**config.mk**
```make
export PLATFORM = sky130hd
export DESIGN_NAME = uge_hysteresis_detector
export DESIGN_NICKNAME = d
export VERILOG_FILES = /design/src/rtl/uge_hysteresis_detector.sv
export SDC_FILE = /design/constraint.sdc
export NUM_CORES = 1
export LEC_CHECK = 0
export BUFFER_PORTS_ARGS = -buffer_cell sky130_fd_sc_hd__clkbuf_2
export CORE_MARGIN = 2
export CORE_UTILIZATION = 35
export CTS_CLUSTER_SIZE = 10
export DETAILED_ROUTE_END_ITERATION = 16
export SETUP_SLACK_MARGIN = 0.1
export SLEW_MARGIN = 20
export SYNTH_ARGS = -nofsm -noshare
export SYNTH_HDL_FRONTEND = slang
export SYNTH_SLANG_ARGS = --single-unit
```
**constraint.sdc**
```tcl
create_clock -name CLK -period 2.4 [get_ports CLK]
set_input_delay 0.12 -clock CLK [delete_from_list [all_inputs] [get_ports CLK]]
set_output_delay 0.12 -clock CLK [all_outputs]
set_load 0.02 [all_outputs]
```
**src/rtl/uge_hysteresis_detector.sv**
```systemverilog
// Streaming unsigned >= threshold detector with ON/OFF hysteresis and a saturating
// count of alarm rising edges.
//
//   state     | meaning
//   ----------+------------------------------------------------------------
//   S_IDLE    | ALARM=0, no qualifying run in progress
//   S_ARMING  | ALARM=0, CNT consecutive valid GE samples seen so far
//   S_ACTIVE  | ALARM=1, last valid sample was GE
//   S_RELEASE | ALARM=1, CNT consecutive valid non-GE samples seen so far
module uge_hysteresis_detector #(
  parameter int WIDTH     = 4,
  parameter int ON_COUNT  = 3,
  parameter int OFF_COUNT = 2
) (
  input  logic             CLK,
  input  logic             RESETN,
  input  logic [WIDTH-1:0] I,
  input  logic             VALID,
  input  logic [WIDTH-1:0] THRESH,
  input  logic             CLR,
  output logic             GE,
  output logic             ALARM,
  output logic             RISE,
  output logic             FALL,
  output logic [7:0]       EVENTS
);

  typedef enum logic [1:0] {
    S_IDLE    = 2'd0,
    S_ARMING  = 2'd1,
    S_ACTIVE  = 2'd2,
    S_RELEASE = 2'd3
  } state_t;

  localparam logic [7:0] ON_CNT  = ON_COUNT[7:0];
  localparam logic [7:0] OFF_CNT = OFF_COUNT[7:0];

  state_t     state_q, state_d;
  logic [7:0] cnt_q, cnt_d;
  logic       ge_q, ge_d;
  logic       alarm_q, alarm_d;
  logic       rise_q, rise_d;
  logic       fall_q, fall_d;
  logic [7:0] events_q, events_d;

  logic [WIDTH:0] sum_w;
  logic           ge_w;
  logic [7:0]     cnt_inc_w;

  // I >= THRESH is the carry-out of I + ~THRESH + 1, matching the UGE datapath.
  assign sum_w     = {1'b0, I} + {1'b0, ~THRESH} + {{WIDTH{1'b0}}, 1'b1};
  assign ge_w      = sum_w[WIDTH];
  assign cnt_inc_w = cnt_q + 8'd1;

  always_comb begin
    state_d = state_q;
    cnt_d   = cnt_q;
    ge_d    = ge_q;
    alarm_d = alarm_q;
    rise_d  = 1'b0;
    fall_d  = 1'b0;

    if (VALID) begin
      ge_d = ge_w;
      case (state_q)
        S_IDLE: begin
          if (ge_w) begin
            if (ON_CNT == 8'd1) begin
              state_d = S_ACTIVE;
              alarm_d = 1'b1;
              rise_d  = 1'b1;
              cnt_d   = 8'd0;
            end else begin
              state_d = S_ARMING;
              cnt_d   = 8'd1;
            end
          end
        end
        S_ARMING: begin
          if (!ge_w) begin
            state_d = S_IDLE;
            cnt_d   = 8'd0;
          end else if (cnt_inc_w == ON_CNT) begin
            state_d = S_ACTIVE;
            alarm_d = 1'b1;
            rise_d  = 1'b1;
            cnt_d   = 8'd0;
          end else begin
            cnt_d = cnt_inc_w;
          end
        end
        S_ACTIVE: begin
          if (!ge_w) begin
            if (OFF_CNT == 8'd1) begin
              state_d = S_IDLE;
              alarm_d = 1'b0;
              fall_d  = 1'b1;
              cnt_d   = 8'd0;
            end else begin
              state_d = S_RELEASE;
              cnt_d   = 8'd1;
            end
          end
        end
        S_RELEASE: begin
          if (ge_w) begin
            state_d = S_ACTIVE;
            cnt_d   = 8'd0;
          end else if (cnt_inc_w == OFF_CNT) begin
            state_d = S_IDLE;
            alarm_d = 1'b0;
            fall_d  = 1'b1;
            cnt_d   = 8'd0;
          end else begin
            cnt_d = cnt_inc_w;
          end
        end
        default: begin
          state_d = S_IDLE;
          alarm_d = 1'b0;
          cnt_d   = 8'd0;
        end
      endcase
    end
  end

  // Clear wins first, then the same-edge rise is counted on top of it.
  always_comb begin
    events_d = events_q;
    if (CLR) begin
      events_d = {7'd0, rise_d};
    end else if (rise_d && (events_q != 8'hFF)) begin
      events_d = events_q + 8'd1;
    end
  end

  always_ff @(posedge CLK or negedge RESETN) begin
    if (!RESETN) begin
      state_q  <= S_IDLE;
      cnt_q    <= 8'd0;
      ge_q     <= 1'b0;
      alarm_q  <= 1'b0;
      rise_q   <= 1'b0;
      fall_q   <= 1'b0;
      events_q <= 8'd0;
    end else begin
      state_q  <= state_d;
      cnt_q    <= cnt_d;
      ge_q     <= ge_d;
      alarm_q  <= alarm_d;
      rise_q   <= rise_d;
      fall_q   <= fall_d;
      events_q <= events_d;
    end
  end

  assign GE     = ge_q;
  assign ALARM  = alarm_q;
  assign RISE   = rise_q;
  assign FALL   = fall_q;
  assign EVENTS = events_q;

endmodule

```
==> results of run 1 <==
-- timing repair --
item | in CTS | in global routing
endpoints found under the hold margin | 22 | 0
resized for setup | 1 | 3
hold buffers | 1 | 0
endpoints found under the setup margin | 1 | 6
cloned | 0 | 0
pin swaps | 0 | 2
-- area by class of cell --
| cell class | count | area, um2 |
|---|---|---|
| fillers | 405 | 2290 |
| multi-input cells | 116 | 835 |
| flip-flops and latches | 22 | 551 |
| repair buffers | 26 | 140 |
| well taps | 50 | 62.6 |
| clock buffers | 4 | 55.1 |
| inverters | 10 | 37.5 |
-- metrics by stage --
step	total power, mW	hold slack, ns	util, %	cell area (um2)	std cells
floorplan	0.791	-0.176	-	1430	153
global placement	0.911	0.143	40.0	1590	223
detailed placement	0.924	0.142	40.0	1590	223
CTS	1.20	0.148	41.8	1660	228
global route	1.33	0.159	42.3	1680	228
finish	1.23	0.153	42.3	1680	228
-- kinds of logic (layout without fill, tap and decap cells) --
| logic type | after synthesis | in the layout | share of synthesized area (%) |
|---|---|---|---|
| AOI/OAI and AO/OA | 34 | 34 | 17.9 |
| xor gates and xnor gates | 6 | 6 | 3.67 |
| adders and majority gates | 7 | 7 | 6.12 |
| buffers and inverters | 15 | 40 | 5.07 |
| DFF | 22 | 22 | 38.5 |
| muxes | 4 | 4 | 2.89 |
| and+or+nand+nor | 65 | 65 | 25.8 |
-- power by group through the flow --
| stage | sequential [mW] | clock, mW | combinational [mW] |
|---|---|---|---|
| floorplan | 0.511 | 0 | 0.280 |
| global placement | 0.489 | 0 | 0.422 |
| detailed placement | 0.493 | 0 | 0.431 |
| CTS | 0.485 | 0.274 | 0.443 |
| global route | 0.494 | 0.293 | 0.542 |
| finish | 0.486 | 0.265 | 0.479 |
-- metal layers --
layer / share of wire (%) / wire, um / GRT usage (%)
met5: 0 / 0 / 0
met4: 1.4 / 41 / 5.25
met3: 3.8 / 112 / 2.63
met2: 46 / 1350 / 20.9
met1: 48 / 1410 / 19.0
-- state kept, by name (all words and copies together), names as in the netlist, named ones only --
name     count
ALARM        1
EVENTS       8
FALL         1
GE           1
RISE         1
cnt_q        8
state_q      1
-- worst min-delay path by stage --
stage                       from         to  cells after the start
after floorplan           RESETN      ALARM                      0
after global placement    RESETN   cnt_q[5]                      1
after detailed placement  RESETN   cnt_q[5]                      1
after CTS                    CLR  EVENTS[7]                      2
after global routing         CLR  EVENTS[5]                      2
final                        CLR  EVENTS[5]                      2
-- placed cells by master (no fill, tap or decap), drive strengths merged, types with 2 or more instances in the layout --
cell and count:
buf 2, a31o 2, nand2 13, xnor2 4
inv 10, a21o 2, xor2 2, mux2i 3
nand3 8, a211o 2, ha 7, a21oi 7
clkbuf 27, nor3 4, and3 4, o22ai 3
nand4 4, nand2b 2, dfrtp 22, or3 2
and2 5, nor2 15, o21ai 7, a32o 2
nor4 3, or2 2
-- worst max-delay path, cell delays in order (launching register included) --
cell	delay [ns]
dfrtp_1	0.40
buf_4	0.16
and3_4	0.18
a211o_1	0.29
a21oi_4	0.20
nand4_4	0.19
or3_4	0.45
mux2i_1	0.15
nor2_1	0.06
==> impl_metrics.toml, run 1 <==
[route]
totalWireLength_mm = 2.92
ant_nets = 0
avgRoutedWirePerCell_um = 12.8
first_pass_iters = 4
drt-vias-per-instance = 5.20
drtIter0Drc = 33
vias = 1185
drc = 0

[cts]
cts_buffers = 3
cts_setup_buffers = 0
cts_tree = "done"
clock-sinks = 22
clk_pin_slew_worst_paths_ns = 0.08
cts-root-buf = "clkbuf_8"
h-tree-depth = 1
clockBufferDepth = 2
clk_latency_ns = 0.26

[timing]
period_share_pct = 92.0
worst_slack_ns = 0.192
maxSlewViolCount = 0
finalHoldViolations = 0
grt_setup_unrepaired = "true"
period_minus_slack_ns = 2.21
fmax_ghz = 0.453
finalClockSkew_ns = 0.00172
fin_tns_setup_ns = 0
setup_viol = 0
relSlewSlack_pct = 61.3
tightest_slew_ns = 0.577

[yosys]
syn_avg_cell_area_um2 = 9.35
synth_top_cells_by_count = "22 x dfrtp_1, 15 x nor2_1, 13 x nand2_1, 10 x inv_1, 8 x nand3_1"
yosysMostFrequentCell = "dfrtp_1"
yosysTopAreaCell = "dfrtp_1"
synth_area_um2 = 1430
synth_async_sr_flop_share_pct = 100
synth-edff-count = 0
ys_seq_area_share_pct = 38.5
synth_top_area_share_pct = 38.5
synth_nets = 172
synth.area.top_cells = "dfrtp_1 38%, ha_1 6.1%, nor2_1 3.9%"
ys_ff_latch = 22
yosys.cell_types.count = 50
syn_inst = 153
ys.flop_type = "dfrtp_1"
yosysWarnings = 0

[power_and_ir_drop]
swShare_pct = 38.1
p_leak_nw = 0.751
internal-power_uw = 762
vdd_drop_max_mv = 0.379
power.switching_uw = 469
pwr-share-clk_pct = 21.6
p_comb_share_pct = 39.0
seqPwrFrac_pct = 39.5
power.density_nw_per_um2 = 732

[setup_path]
path_max_fanout = 10
end_kind = "register"
cp.required_ns = 2.55
cp-start-kind = "register"
worstPathArrival_ns = 2.35
critPathCapture = "EVENTS[1]"
timing.rr.end = "EVENTS[1]"
startpoint = "cnt_q[0]"
criticalPathCategory = "reg -> reg"
rrSetupSlack_ns = 0.19
regToRegStartpoint = "cnt_q[0]"
rr_worst_depth = 8

[global_routing]
track_usage_pct = 13.6
grt_pass1_vias = 1094
grt_pass1_wl_mm = 4.75
grt_overflow = 0
grt_max_degree = 23
antenna_found_initial = 0

[placed_design]
place_congestion = 0.801
port_buffers = 23
post-place-ws_ns = 0.104
hpwl_mm = 2.22

[layout]
area_growth_pct = 17.5
drive_gt1_share_pct = 27.5
antenna_cells = 0
finalNetCount = 198

[floorplan]
die_x_um = 67.9
dieHeight_um = 67.9
rows = 23
ioPinCount = 24
die_area_um2 = 4610
start_util_pct = 36.0
coreArea_um2 = 3970

[hold_path]
hold_path_class = "in -> reg"

[flow_run]
cap_violations = 0

[run_status]
outcome = "finished, final reports clean"
Power figures use the tool's default switching activity.
==> run 2, diff against run 1 <==
--- a/config.mk
+++ b/config.mk
@@ -10,6 +10,7 @@
 export CORE_UTILIZATION = 35
 export CTS_CLUSTER_SIZE = 10
 export DETAILED_ROUTE_END_ITERATION = 16
+export GPL_TIMING_DRIVEN = 0
 export SETUP_SLACK_MARGIN = 0.1
 export SLEW_MARGIN = 20
 export SYNTH_ARGS = -nofsm -noshare
==> run 2 against run 1 <==
Clock power increased by 35%. Register-to-register slack about the same. Sequential share of layout area is 1.7 points lower. Hold slack got worse by 0.074 ns. Count of clock-buffer cells in the layout decreased by 1. Clock skew up 0.00069 ns. Flip-flop and latch count unchanged. Global-route usage rose by 1.6 points. Power rose by 14%. Maximum frequency decreased by 0.50%. Die area stayed put. First-iteration DRC count grew 67%. Highest routed layer unchanged.
==> impl_metrics.toml, run 2 (same netlist as run 1, synthesis figures left out) <==
[setup_path]
cp_num_buf_inv = 0
slowest_delay_ns = 0.48
startpoint = "cnt_q[3]"
regToRegStartpoint = "cnt_q[3]"
timing.rr.end = "EVENTS[1]"
cp.depth = 7
crit_chain = "and2_4 > a211o_1 > a21oi_4 > nand4_4 > or3_4 > mux2i_1 > nor2_1"
cp.required_ns = 2.57
worstPathArrival_ns = 2.39
rrSetupSlack_ns = 0.18
path_max_fanout = 7
end_kind = "register"
critPathCapture = "EVENTS[1]"
crit_family = "simple AND/OR/NAND/NOR gates"
cp-start-kind = "register"
criticalPathCategory = "reg -> reg"
crit_slowest_cell = "dfrtp_1"
rr_worst_depth = 7

[route]
vias = 1245
totalWireLength_mm = 3.26
first_pass_iters = 4
avgRoutedWirePerCell_um = 13.9
drt-vias-per-instance = 5.32
drc = 0
drtIter0Drc = 55
ant_nets = 0

[global_routing]
grt_max_degree = 23
grt_pass1_vias = 1179
grt_overflow = 0
grt_pass1_wl_mm = 5.33
antenna_found_initial = 0
track_usage_pct = 15.2

[layout]
final_cell_mix = "22 x clkbuf_2, 20 x dfrtp_1, 15 x nor2_1, 13 x nand2_1, 10 x inv_1"
finalNetCount = 204
drive_gt1_share_pct = 31.5
final_cells = 234
ff_latch_area_um2 = 553
n_fill_cell = 379
multi_input_area_um2 = 875
area_growth_pct = 24.4
finish.utilization_pct = 44.8
antenna_cells = 0
design_area_um2 = 1780
final_common_cell = "clkbuf_2"

[power_and_ir_drop]
p_comb_share_pct = 37.9
internal-power_uw = 878
seqPwrFrac_pct = 36.6
vdd_drop_max_mv = 0.411
swShare_pct = 37.5
power.switching_uw = 526
pwr-share-clk_pct = 25.6
power.density_nw_per_um2 = 789
p_leak_nw = 0.784

[timing]
setup_viol = 0
maxSlewViolCount = 0
period_share_pct = 92.5
grt_setup_unrepaired = "false"
finalClockSkew_ns = 0.00241
period_minus_slack_ns = 2.22
fin_tns_setup_ns = 0
finalHoldViolations = 0
whs_ns = 0.0789
relSlewSlack_pct = 57.0
tightest_slew_ns = 0.642
fmax_ghz = 0.451

[placed_design]
placed_area_um2 = 1600
hpwl_mm = 2.33
port_buffers = 21
dp_cells = 224
place_congestion = 0.806

[floorplan]
start_util_pct = 36.0
dieHeight_um = 67.9
ioPinCount = 24
die_area_um2 = 4610
coreArea_um2 = 3970
rows = 23
die_x_um = 67.9

[cts]
clock-sinks = 22
h-tree-depth = 1
clk_pin_slew_worst_paths_ns = 0.09
clockBufferDepth = 2
clk_latency_ns = 0.27
cts-root-buf = "clkbuf_8"
cts_buffers = 3
cts_tree = "done"

[run_status]
outcome = "finished, final reports clean"

[flow_run]
cap_violations = 0

[hold_path]
hold_path_class = "in -> reg"
==> run 2: cell types whose count changed in the layout (fill, tap and decap cells not counted), moves of 2 or more <==
cell / delta
dfrtp_1: -2
dfrtp_2: +2
nand3_1: -2
buf_4: +3
==> run 2: metal layers <==
metal	part of all wire [%]	global-route usage, %	wire [um]
met2	51	25.0	1650
met1	44	19.1	1420
met4	2.0	8.75	64
met5	0	0	0
met3	3.7	1.97	119
==> run 2: per-stage QoR <==
step                setup slack, ns  power, mW
floorplan                     0.255      0.791
global placement            -0.0288      0.880
detailed placement          -0.0779      0.902
CTS                           0.100       1.29
global route                  0.102       1.50
finish                        0.181       1.40
==> run 2: layout make-up <==
| type | count | share of cell area, % |
|---|---|---|
| Inverter | 10 | 2.11 |
| Clock inverter | 1 | 1.69 |
| Buffer | 5 | 1.97 |
| Multi-Input combinational cell | 117 | 49.2 |
| Clock buffer | 3 | 2.32 |
| Timing Repair Buffer | 26 | 8.16 |
| Tap cell | 50 | 3.52 |
| Sequential cell | 22 | 31.1 |
==> run 2: how the worst min path moves through the flow <==
stage	depth (start not counted)	slack, ns	to	startpoint
after floorplan	0	-0.18	ALARM	RESETN
after global placement	1	0.14	cnt_q[4]	RESETN
after detailed placement	1	0.14	cnt_q[6]	RESETN
after CTS	2	0.08	EVENTS[2]	CLR
after global routing	2	0.08	EVENTS[5]	CLR
final	2	0.08	EVENTS[2]	CLR
==> run 2: what timing repair did <==
action / CTS / global route
pin swaps: 1 / 3
resized for setup: 3 / 7
endpoints found under the hold margin: 22 / 0
endpoints found under the setup margin: 11 / 14
hold buffers: 1 / 0
buffers inserted: 0 / 4
gates cloned: 0 / 1
==> run 2: power groups by stage <==
stage	combinational (mW)	sequential [mW]	clock (mW)
4_1_cts	0.418	0.508	0.362
5_1_grt	0.600	0.527	0.378
6_report	0.531	0.514	0.359
2_1_floorplan	0.280	0.511	0
3_5_place_dp	0.388	0.514	0
3_3_place_gp	0.371	0.508	0
==> run 3, diff against run 2 <==
--- a/config.mk
+++ b/config.mk
@@ -11,6 +11,7 @@
 export CTS_CLUSTER_SIZE = 10
 export DETAILED_ROUTE_END_ITERATION = 16
 export GPL_TIMING_DRIVEN = 0
+export RECOVER_POWER = 25
 export SETUP_SLACK_MARGIN = 0.1
 export SLEW_MARGIN = 20
 export SYNTH_ARGS = -nofsm -noshare
==> constraint.sdc (replaced) <==
create_clock -name CLK -period 2 [get_ports CLK]
set_input_delay 0.1 -clock CLK [delete_from_list [all_inputs] [get_ports CLK]]
set_output_delay 0.1 -clock CLK [all_outputs]
set_load 0.02 [all_outputs]
==> run 3 against run 2 <==
The flow now finishes with violations (setup timing). Global-route usage is 0.26 points higher. Sequential share of layout area is 1.6 points lower. Flip-flop and latch count is the same. Register-to-register slack worse by 0.27 ns. Maximum frequency grew 6.4%. Non-clock buffer count is 10 higher. Worst setup slack got worse by 0.27 ns. Critical path type unchanged.
==> impl_metrics.toml, run 3 (same netlist as run 1, synthesis figures left out) <==
[cts]
h-tree-depth = 1
clockBufferDepth = 2
clk_latency_ns = 0.27
clock-sinks = 22
clk_pin_slew_worst_paths_ns = 0.09
cts_buffers = 3
cts-root-buf = "clkbuf_8"
cts_tree = "done"

[global_routing]
use_met1_pct = 19.8
grt_pass1_wl_mm = 5.36
grt_pass1_vias = 1194
grt.busiest_layer = "met2"
use_met2_pct = 25.5
grt_util_met3_pct = 3.95
grt_max_degree = 23
antenna_found_initial = 0
grt_overflow = 0
track_usage_pct = 15.5

[layout]
drive_gt1_share_pct = 39.9
final_common_cell = "clkbuf_2"
ff_latch_area_um2 = 558
n_fill_cell = 381
multi_input_area_um2 = 906
finish.utilization_pct = 47.7
design_area_um2 = 1890
finalNetCount = 213
final_cell_mix = "21 x clkbuf_2, 16 x dfrtp_1, 14 x nor2_1, 14 x buf_4, 13 x nand2_1"
final_cells = 243
antenna_cells = 0
area_growth_pct = 32.5

[route]
avgRoutedWirePerCell_um = 13.4
drt-vias-per-instance = 5.19
vias = 1260
drtIter0Drc = 53
drc = 0
first_pass_iters = 4
ant_nets = 0
totalWireLength_mm = 3.26

[power_and_ir_drop]
pwr-share-clk_pct = 24.2
internal-power_mw = 1.12
power.density_nw_per_um2 = 934
swShare_pct = 36.4
total_power_mw = 1.77
p_comb_share_pct = 42.4
seqPwrFrac_pct = 33.5
p_leak_nw = 0.847
power.switching_uw = 644
vdd_drop_max_mv = 0.427

[placed_design]
place_congestion = 0.753
placed_area_um2 = 1630
port_buffers = 21
dp_cells = 224
post-place-ws_ns = -0.186
hpwl_mm = 2.22

[timing]
finalHoldViolations = 0
finalClockSkew_ns = 0.00856
worst_slack_ns = -0.0850
tightest_slew_ns = 1.25
grt_setup_unrepaired = "true"
period_share_pct = 104
relSlewSlack_pct = 16.8
fmax_ghz = 0.480
setup_viol = 9
maxSlewViolCount = 0
whs_ns = 0.0416
fin_tns_setup_ns = -0.382
period_minus_slack_ns = 2.09

[setup_path]
cp.required_ns = 2.15
path_max_fanout = 7
cp-start-kind = "register"
end_kind = "register"
worstPathArrival_ns = 2.24
criticalPathCategory = "reg -> reg"

[floorplan]
start_util_pct = 36.0
die_x_um = 67.9
die_area_um2 = 4610
coreArea_um2 = 3970
ioPinCount = 24
rows = 23
dieHeight_um = 67.9

[run_status]
violations = "setup timing"
outcome = "finished with violations"

[hold_path]
hold_path_class = "in -> reg"

[flow_run]
cap_violations = 0
run 3: changes by cell type in the layout (fill, tap and decap cells not counted), sizes merged:
cell | previous run | this run
clkbuf | 27 | 26
buf | 6 | 17
nand4 | 5 | 4
run 3: power by group through the flow:
stage                     Clock, mW  Combinational, mW  Sequential (mW)
after floorplan                   0              0.365            0.627
after global placement            0              0.478            0.627
after detailed placement          0              0.494            0.633
after CTS                     0.430              0.686            0.606
after global routing          0.454              0.826            0.601
final                         0.427              0.749            0.592
run 3: critical path, cell delays in order, from the launching register on:
cell	delay (ns)
dfrtp_2	0.46
ha_4	0.19
a311oi_2	0.21
a31oi_1	0.11
a21oi_4	0.20
nand3_2	0.15
a32oi_4	0.30
nor3_1	0.08
a211o_1	0.27
run 3: path summary, 6_finish.rpt:
| kind | start | cells past startpoint | to | slack, ns |
|---|---|---|---|---|
| setup / recovery | cnt_q[0] | 8 | cnt_q[4] | -0.09 |
| hold reg to reg | ALARM | 2 | ALARM | 0.53 |
| min in group asynchronous | RESETN | 2 | EVENTS[4] | 0.61 |
| max in group asynchronous | RESETN | 2 | state_q[0] | 0.56 |
| hold / removal | CLR | 2 | EVENTS[7] | 0.04 |
| setup reg to reg | cnt_q[0] | 8 | cnt_q[4] | -0.09 |
run 3: final cells by class:
cell class | count | share of cell area [%]
Sequential cell | 22 | 29.5
Buffer | 5 | 1.92
Clock buffer | 3 | 2.18
Clock inverter | 1 | 1.59
Multi-Input combinational cell | 116 | 47.8
Inverter | 10 | 1.98
Tap cell | 50 | 3.30
Timing Repair Buffer | 36 | 11.8
run 3: what timing repair did:
item,CTS,global route
buffers inserted,11,3
hold buffers,1,0
setup endpoints to repair,14,16
endpoints found under the hold margin,22,0
resized for setup,15,6
pin swaps,9,5
gates cloned,0,0
run 3: routing by layer:
layer / share of wire, % / routed length, um
met5: 0 / 0
met1: 46 / 1490
met4: 0.71 / 23
met2: 50 / 1620
met3: 3.7 / 120
